===== config.mk =====
export PLATFORM = sky130hd
export DESIGN_NAME = dmem_arbiter_flat
export DESIGN_NICKNAME = d
export VERILOG_FILES = /design/src/rtl/dmem_arbiter_if.sv /design/src/rtl/dmem_arbiter.sv /design/src/flat_wrapper.sv
export SDC_FILE = /design/constraint.sdc
export NUM_CORES = 1
export LEC_CHECK = 0
export BUFFER_PORTS_ARGS = -buffer_cell sky130_fd_sc_hd__buf_2
export CAP_MARGIN = 0
export CORE_MARGIN = 2
export CORE_UTILIZATION = 50
export CTS_CLUSTER_SIZE = 25
export DETAILED_ROUTE_END_ITERATION = 16
export GPL_TIMING_DRIVEN = 0
export PLACE_DENSITY = 0.91
export SLEW_MARGIN = 5
export SYNTH_ARGS = -nofsm -noshare
export SYNTH_HDL_FRONTEND = slang
export SYNTH_SLANG_ARGS = --single-unit

===== constraint.sdc =====
create_clock -name clock -period 5.3 [get_ports clock]
set_clock_uncertainty 0.15 [all_clocks]
set_input_delay 0.265 -clock clock [delete_from_list [all_inputs] [get_ports clock]]
set_output_delay 0.265 -clock clock [all_outputs]
set_load 0.02 [all_outputs]

===== src/rtl/dmem_arbiter_if.sv =====
// Two requester ports plus the memory-side bus of the data-memory arbiter.
// The arbiter side uses the slave modport; requesters and the memory model use master.
interface dmem_arbiter_if #(
  parameter int ADDR_W = 8,
  parameter int DATA_W = 8
);
  logic              req0;
  logic              we0;
  logic [ADDR_W-1:0] addr0;
  logic [DATA_W-1:0] wdata0;
  logic              ack0;
  logic [DATA_W-1:0] rdata0;

  logic              req1;
  logic              we1;
  logic [ADDR_W-1:0] addr1;
  logic [DATA_W-1:0] wdata1;
  logic              ack1;
  logic [DATA_W-1:0] rdata1;

  logic              mem_write;
  logic [ADDR_W-1:0] mem_addr;
  logic [DATA_W-1:0] mem_data_in;
  logic [DATA_W-1:0] mem_data_out;
  logic              busy;

  modport slave (
    input  req0, we0, addr0, wdata0,
    input  req1, we1, addr1, wdata1,
    input  mem_data_out,
    output ack0, rdata0, ack1, rdata1,
    output mem_write, mem_addr, mem_data_in, busy
  );

  modport master (
    output req0, we0, addr0, wdata0,
    output req1, we1, addr1, wdata1,
    output mem_data_out,
    input  ack0, rdata0, ack1, rdata1,
    input  mem_write, mem_addr, mem_data_in, busy
  );
endinterface


===== src/rtl/dmem_arbiter.sv =====
// Fixed-priority (port 0) arbiter for a single-port memory with port-1 anti-starvation.
// Grant edge -> ACCESS next cycle -> ack the cycle after; no backpressure, requesters hold req until ack.
module dmem_arbiter #(
  parameter int ADDR_W       = 8,
  parameter int DATA_W       = 8,
  parameter int STARVE_LIMIT = 3
) (
  input  logic           clock,
  input  logic           reset,
  dmem_arbiter_if.slave  bus
);

  localparam logic [3:0] LIMIT = 4'(STARVE_LIMIT);

  typedef enum logic [1:0] {
    S_IDLE   = 2'd0,
    S_ACCESS = 2'd1,
    S_RESP   = 2'd2
  } state_t;

  state_t            r_state;
  state_t            w_state_nxt;
  logic              r_gnt;
  logic              r_we;
  logic [ADDR_W-1:0] r_addr;
  logic [DATA_W-1:0] r_wdata;
  logic [DATA_W-1:0] r_rdata0;
  logic [DATA_W-1:0] r_rdata1;
  logic [3:0]        r_starve;

  logic              w_grant;
  logic              w_gnt_id;
  logic [3:0]        w_starve_nxt;

  always_comb begin
    w_state_nxt  = r_state;
    w_grant      = 1'b0;
    w_gnt_id     = 1'b0;
    w_starve_nxt = r_starve;
    case (r_state)
      S_IDLE: begin
        if (bus.req0 && bus.req1) begin
          w_grant = 1'b1;
          // Port 1 has lost enough contested rounds; it wins this one.
          if (r_starve == LIMIT) begin
            w_gnt_id     = 1'b1;
            w_starve_nxt = 4'd0;
          end else begin
            w_gnt_id     = 1'b0;
            w_starve_nxt = r_starve + 4'd1;
          end
        end else if (bus.req0) begin
          w_grant  = 1'b1;
          w_gnt_id = 1'b0;
        end else if (bus.req1) begin
          w_grant      = 1'b1;
          w_gnt_id     = 1'b1;
          w_starve_nxt = 4'd0;
        end
        if (w_grant) begin
          w_state_nxt = S_ACCESS;
        end
      end
      S_ACCESS: w_state_nxt = S_RESP;
      S_RESP:   w_state_nxt = S_IDLE;
      default:  w_state_nxt = S_IDLE;
    endcase
  end

  always_ff @(posedge clock or negedge reset) begin
    if (!reset) begin
      r_state  <= S_IDLE;
      r_starve <= 4'd0;
      r_gnt    <= 1'b0;
      r_we     <= 1'b0;
      r_addr   <= '0;
      r_wdata  <= '0;
      r_rdata0 <= '0;
      r_rdata1 <= '0;
    end else begin
      r_state  <= w_state_nxt;
      r_starve <= w_starve_nxt;
      if (w_grant) begin
        r_gnt   <= w_gnt_id;
        r_we    <= w_gnt_id ? bus.we1    : bus.we0;
        r_addr  <= w_gnt_id ? bus.addr1  : bus.addr0;
        r_wdata <= w_gnt_id ? bus.wdata1 : bus.wdata0;
      end
      if (r_state == S_ACCESS && !r_we) begin
        if (r_gnt) begin
          r_rdata1 <= bus.mem_data_out;
        end else begin
          r_rdata0 <= bus.mem_data_out;
        end
      end
    end
  end

  // Gating with reset lets a reset during ACCESS kill the write before the edge.
  assign bus.mem_write   = (r_state == S_ACCESS) && r_we && reset;
  assign bus.mem_addr    = r_addr;
  assign bus.mem_data_in = r_wdata;
  assign bus.ack0        = (r_state == S_RESP) && !r_gnt;
  assign bus.ack1        = (r_state == S_RESP) && r_gnt;
  assign bus.rdata0      = r_rdata0;
  assign bus.rdata1      = r_rdata1;
  assign bus.busy        = (r_state != S_IDLE);

endmodule

===== src/flat_wrapper.sv =====
// flat-port wrapper written by rule: the top's interface ports become plain ports
module dmem_arbiter_flat 
#(
  parameter int ADDR_W       = 8,
  parameter int DATA_W       = 8,
  parameter int STARVE_LIMIT = 3
)
  (clock, reset, bus_req0, bus_we0, bus_addr0, bus_wdata0, bus_req1, bus_we1, bus_addr1, bus_wdata1, bus_mem_data_out, bus_ack0, bus_rdata0, bus_ack1, bus_rdata1, bus_mem_write, bus_mem_addr, bus_mem_data_in, bus_busy);
  dmem_arbiter_if #(.ADDR_W(ADDR_W), .DATA_W(DATA_W)) bus_i ();
  input  logic clock;
  input  logic reset;
  input wire logic [$bits(bus_i.req0)-1:0] bus_req0;
  input wire logic [$bits(bus_i.we0)-1:0] bus_we0;
  input wire logic [$bits(bus_i.addr0)-1:0] bus_addr0;
  input wire logic [$bits(bus_i.wdata0)-1:0] bus_wdata0;
  input wire logic [$bits(bus_i.req1)-1:0] bus_req1;
  input wire logic [$bits(bus_i.we1)-1:0] bus_we1;
  input wire logic [$bits(bus_i.addr1)-1:0] bus_addr1;
  input wire logic [$bits(bus_i.wdata1)-1:0] bus_wdata1;
  input wire logic [$bits(bus_i.mem_data_out)-1:0] bus_mem_data_out;
  output wire logic [$bits(bus_i.ack0)-1:0] bus_ack0;
  output wire logic [$bits(bus_i.rdata0)-1:0] bus_rdata0;
  output wire logic [$bits(bus_i.ack1)-1:0] bus_ack1;
  output wire logic [$bits(bus_i.rdata1)-1:0] bus_rdata1;
  output wire logic [$bits(bus_i.mem_write)-1:0] bus_mem_write;
  output wire logic [$bits(bus_i.mem_addr)-1:0] bus_mem_addr;
  output wire logic [$bits(bus_i.mem_data_in)-1:0] bus_mem_data_in;
  output wire logic [$bits(bus_i.busy)-1:0] bus_busy;
  assign bus_i.req0 = bus_req0;
  assign bus_i.we0 = bus_we0;
  assign bus_i.addr0 = bus_addr0;
  assign bus_i.wdata0 = bus_wdata0;
  assign bus_i.req1 = bus_req1;
  assign bus_i.we1 = bus_we1;
  assign bus_i.addr1 = bus_addr1;
  assign bus_i.wdata1 = bus_wdata1;
  assign bus_i.mem_data_out = bus_mem_data_out;
  assign bus_ack0 = bus_i.ack0;
  assign bus_rdata0 = bus_i.rdata0;
  assign bus_ack1 = bus_i.ack1;
  assign bus_rdata1 = bus_i.rdata1;
  assign bus_mem_write = bus_i.mem_write;
  assign bus_mem_addr = bus_i.mem_addr;
  assign bus_mem_data_in = bus_i.mem_data_in;
  assign bus_busy = bus_i.busy;
  dmem_arbiter #(.ADDR_W(ADDR_W), .DATA_W(DATA_W), .STARVE_LIMIT(STARVE_LIMIT)) u_core (.clock(clock), .reset(reset), .bus(bus_i));
endmodule

# ---- Yosys cells after proc, flatten, opt, wreduce, memory -nomap -nowiden
# Index checks and enable logic that the tools add are counted.
dict set report word_totals {
  ff_bits 40
  in_bits 46
  output_inout_bits 36
  elab_cells 47
}
dict set report classes {
  add_sub_neg 1
  n_eq_ne 5
  muxes 18
  bitwise_logic 1
  reduce_logical 14
}
# operator n
set op_table {}
lappend op_table {{$mux 4} 4}
lappend op_table {{$mux 8} 2}
lappend op_table {{$mux 1} 10}
lappend op_table {{$logic_and 1x1->1} 6}
lappend op_table {{$add 4x1->4 const B} 1}
lappend op_table {{$eq 4x2->1 const B} 1}
lappend op_table {{$pmux 2 s2} 1}
lappend op_table {{$reduce_and 2->1} 2}
lappend op_table {{$reduce_bool 2->1} 2}
lappend op_table {{$reduce_and 3->1} 1}
lappend op_table {{$eq 2x1->1 const B} 1}
lappend op_table {{$eq 2x2->1 const B} 1}
lappend op_table {{$logic_not 1->1} 2}
lappend op_table {{$logic_not 2->1} 1}
lappend op_table {{$mux 2} 1}
lappend op_table {{$ne 2x1->1 const B} 1}
lappend op_table {{$ne 2x2->1 const B} 1}
lappend op_table {{$not 1->1} 1}

# ---- Depth between registers and ports, before layout
dict set report depth {
  word_depth 6
  mapped_depth 6
  ltp_nobuf 4
}

# ---- Worst setup path after synthesis
# No wires, ideal clock.
dict set report synth_timing {
  path_type {reg2reg}
  startpoint {reg u_core.r_starve[0]}
  endpoint {reg u_core.r_addr[2] (netlist: u_core.bus.mem_addr[2])}
  setup_ps 156
  arrival_time_ps 1489
  required_ps 4994
  path_slack_ps 3505
  path_stages_with_launch 7
  n_path_buf 2
  period_less_slack_ps 1795
  path_cell_list {dfrtp_1 ha_1 or3b_1 buf_6 clkbuf_8 a21oi_4 a222oi_1}
}
dict set report synth_between {
  elab_chain_cells 5
}
# item line_no
set synth_lines {}
lappend synth_lines {{start: declaration} dmem_arbiter.sv:29} ;# logic [3:0] r_starve;
lappend synth_lines {{start signal: assignment} dmem_arbiter.sv:82} ;# r_starve <= w_starve_nxt;
lappend synth_lines {{$eq 4x2->1} dmem_arbiter.sv:45} ;# if (r_starve == LIMIT) begin
lappend synth_lines {{$mux 1} dmem_arbiter.sv:45}
lappend synth_lines {{$mux 1} dmem_arbiter.sv:42} ;# if (bus.req0 && bus.req1) begin
lappend synth_lines {{$mux 1} dmem_arbiter.sv:40} ;# case (r_state)
lappend synth_lines {{$mux 8} dmem_arbiter.sv:86} ;# r_addr <= w_gnt_id ? bus.addr1 : bus.addr0;
lappend synth_lines {{end signal: assignment} dmem_arbiter.sv:86}
lappend synth_lines {{end: declaration} dmem_arbiter.sv:25} ;# logic [ADDR_W-1:0] r_addr;
# No other way between the ends.
# A chain may end at the register's enable or synchronous reset.

# ---- Final worst setup path
dict set report layout_timing {
  startpoint {in reset}
  endpoint {out bus_mem_write}
}
dict set report layout_between {
  elab_chain_cells 1
}
# item line_no
set layout_lines {}
lappend layout_lines {{start: declaration} flat_wrapper.sv:11} ;# input logic reset;
lappend layout_lines {{$logic_and 1x1->1} dmem_arbiter.sv:100} ;# assign bus.mem_write = (r_state == S_ACCESS) && r_we && reset;
lappend layout_lines {{end: declaration} flat_wrapper.sv:25} ;# output wire logic [$bits(bus_i.mem_write)-1:0] bus_mem_write;
# No other way between the ends.

==> results.json <==
{
  "p_comb_share_pct": 46.9,
  "finalSetupTns_ns": 0,
  "setup_viol": 0,
  "synthCells": 187,
  "core_area_mm2": 0.00394,
  "area_growth_pct": 29.5,
  "tightestPinTransition_ns": 0.895,
  "min_path_type": "input pin to flop",
  "finalHoldViolations": 0,
  "critPathMaxFanout": 41,
  "p_sw_share_pct": 41.6,
  "grt_pass1_wl_mm": 7.89,
  "critical-path-slowest-cell": "buf_2",
  "layout.nets": 323,
  "initial_core_util_pct": 51.5,
  "synthTopCellsByArea": "dfrtp_1 (49%), mux2_2 (8.9%), inv_1 (5.0%), nor3b_1 (4.1%), a222oi_1 (3.9%)",
  "leakagePower_nw": 1.29,
  "ys_seq_elements": 40,
  "cts_root_buf": "clkbuf_8",
  "rsz0062_at_grt": "false",
  "viasPerCell": 5.56,
  "grt_start_max_net_pins": 42,
  "synthAdderAreaFrac_pct": 0.617,
  "synth_common_cells": "dfrtp_1 (40), inv_1 (27), mux2_2 (16)",
  "cp-end-kind": "output pin",
  "synthArstFlopShare_pct": 100,
  "post-route-cell-area_mm2": 0.00263,
  "fill_cells": 318,
  "cp_data_required_time_ns": 4.89,
  "cp-start-kind": "input pin",
  "power.share.sequential_pct": 35.9,
  "p_sw_w": 0.000635,
  "yosys.area_share.xor_xnor_pct": 0,
  "drc": 0,
  "ys_warn_count": 0,
  "cp_common_cell": "buf_2",
  "path_clk_slew_ns": 0.07,
  "synth-simple-area-share_pct": 15.6,
  "vias": 1818,
  "synth_top_area_share_pct": 49.3,
  "cts_htree_levels": 2,
  "max_stage_delay_ns": 0.70,
  "final.min_clock_period_ns": 2.34,
  "hpwl_mm": 3.58,
  "grt_remaining_overflow": 0,
  "ant_nets": 0,
  "synth.area.mux_share_pct": 8.88,
  "portBuffers": 81,
  "maxCapViolations": 0,
  "die_w_um": 67.7,
  "status": "completed",
  "synth_edf_count": 0,
  "post-route-period-util_pct": 44.1,
  "power_density_mw_per_mm2": 581,
  "yosysSeqAreaShare_pct": 49.3,
  "synth_area_leader_cell": "dfrtp_1",
  "synth_area_mm2": 0.00203,
  "r2r_slack_ns": 3.29,
  "synth_top_family_by_area": "compound AO/OA/AOI/OAI gates",
  "cts_max_path_buffers": 2,
  "peakVddDrop_mv": 0.436,
  "antenna_found_initial": 0,
  "synthMostInstantiatedCell": "dfrtp_1",
  "diodes": 0,
  "crit_chain": "dlygate4sd3_1 > buf_2 > and3_1 > buf_2",
  "cp_top_family": "buffers and inverters",
  "synthDistinctLibCells": 33,
  "cts_sinks": 40,
  "multi_input_area_um2": 860,
  "synthFlopType": "dfrtp_1",
  "grt_usage_pct": 23.7,
  "syn_nets": 234,
  "die_area_mm2": 0.00458,
  "post_cts_buffers": 0,
  "report.final.slew_viol_count": 0,
  "clock_power_share_pct": 17.1,
  "critPathBufInv": 3,
  "grt_pass1_vias": 1770,
  "drive_above_1_share_pct": 41.5,
  "synth_compound_area_share_pct": 17.3,
  "finalPower_w": 0.00153,
  "tritoncts": "yes",
  "syn_avg_cell_area_um2": 10.9,
  "arrival_ns": 1.92,
  "wirelength_mm": 5.02,
  "wl_per_cell_um": 15.4,
  "clk-insertion-delay-late_ns": 0.30,
  "p_int_w": 0.000891,
  "numCtsBuffers": 5,
  "first_pass_iters": 4,
  "dr.first_iter.drc_count": 123,
  "io_pins": 82,
  "regArea_mm2": 0.00100,
  "cts_resized": 0,
  "fmax_mhz": 428,
  "relSlewSlack_pct": 40.3,
  "std_cell_rows": 23,
  "die_h_um": 67.7,
  "crit_type": "input pin to output pin",
  "place_area_mm2": 0.00250,
  "gp_congestion": 0.850
}
==> worst min-delay path: stages <==
cell	delay, ns
buf_2	0.09
inv_1	0.04
a222oi_1	0.05
==> registers in the layout (all words and copies together) (netlist names) <==
| register | cells |
|---|---|
| u_core.bus.mem_addr | 8 |
| u_core.bus.mem_data_in | 8 |
| u_core.bus.rdata0 | 8 |
| u_core.bus.rdata1 | 8 |
| u_core.r_gnt | 1 |
| u_core.r_starve | 4 |
| u_core.r_state | 2 |
| u_core.r_we | 1 |
==> cells by family after synthesis <==
| logic type | after synthesis |
|---|---|
| mux | 16 |
| buf+inv | 39 |
| compound gates | 45 |
| flops | 40 |
| fa+ha+maj | 1 |
| simple gates | 46 |
==> power by group through the flow <==
stage	combinational [W]	sequential (W)	clock, W
floorplan	0.000330	0.000693	0
global placement	0.000695	0.000541	0
detailed placement	0.000717	0.000553	0
CTS	0.000721	0.000547	0.000267
global route	0.000783	0.000568	0.000281
finish	0.000716	0.000548	0.000261
==> stage by stage <==
stage	instances	hold slack (ns)	utilization, %	setup slack, ns
2_1_floorplan	187	-0.181	-	3.50
3_3_place_gp	318	0.276	63.3	3.33
3_5_place_dp	318	0.292	63.3	3.31
4_1_cts	327	0.0362	66.7	2.90
5_1_grt	327	0.0534	66.7	2.78
6_report	327	0.0421	66.7	2.96
==> cells in the final DEF (no fill, tap or decap), drive strengths merged <==
| cell type | netlist | layout |
|---|---|---|
| a2111oi | 9 | 9 |
| a21o | 1 | 1 |
| a21oi | 3 | 3 |
| a222oi | 8 | 8 |
| and2b | 1 | 1 |
| and3 | 2 | 2 |
| and3b | 1 | 1 |
| buf | 5 | 86 |
| bufinv | 0 | 1 |
| clkbuf | 6 | 12 |
| clkinv | 1 | 2 |
| dfrtp | 40 | 40 |
| dlygate4sd3 | 0 | 1 |
| ha | 1 | 1 |
| inv | 27 | 27 |
| mux2 | 16 | 16 |
| nand2 | 3 | 3 |
| nand2b | 1 | 1 |
| nand3 | 2 | 2 |
| nand3b | 1 | 1 |
| nor2 | 10 | 10 |
| nor2b | 1 | 1 |
| nor3b | 12 | 12 |
| nor4b | 9 | 9 |
| o21ai | 13 | 13 |
| o22ai | 1 | 1 |
| o2bb2ai | 9 | 9 |
| o31ai | 1 | 1 |
| or3b | 3 | 3 |
==> final timing paths <==
check,start,to,cells after the start
worst max-delay path,reset,bus_mem_write,4
max in group asynchronous,reset,u_core.bus.mem_data_in[2],2
min in group asynchronous,reset,u_core.bus.mem_addr[6],2
worst min-delay path,bus_addr1[2],u_core.bus.mem_addr[2],3
worst min register to register,u_core.bus.rdata0[5],u_core.bus.rdata0[5],1
worst max register to register,u_core.r_starve[0],u_core.bus.mem_addr[5],6
==> per-layer routing <==
metal / track usage [%] / vias up / part of all wire, %
met5: 0 / - / 0
met3: 5.83 / 7 / 5.9
met1: 28.1 / 878 / 40
met2: 40.8 / 70 / 53
met4: 9.95 / 0 / 1.5
li1: - / 863 / -
==> cell type report <==
class	instances	share of cell area, %
sequential	40	38.1
multi-input combinational	108	32.7
timing repair buffer	82	15.8
inverter	28	4.00
clock buffer	6	3.14
buffer	11	2.43
tap	50	2.38
clock inverter	2	1.48
==> what timing repair did <==
item                                   CTS  global route
endpoints found under the hold margin   40             0
setup endpoints to repair                0             0
hold buffers                             1             0
(Power assumes the default switching activity.)
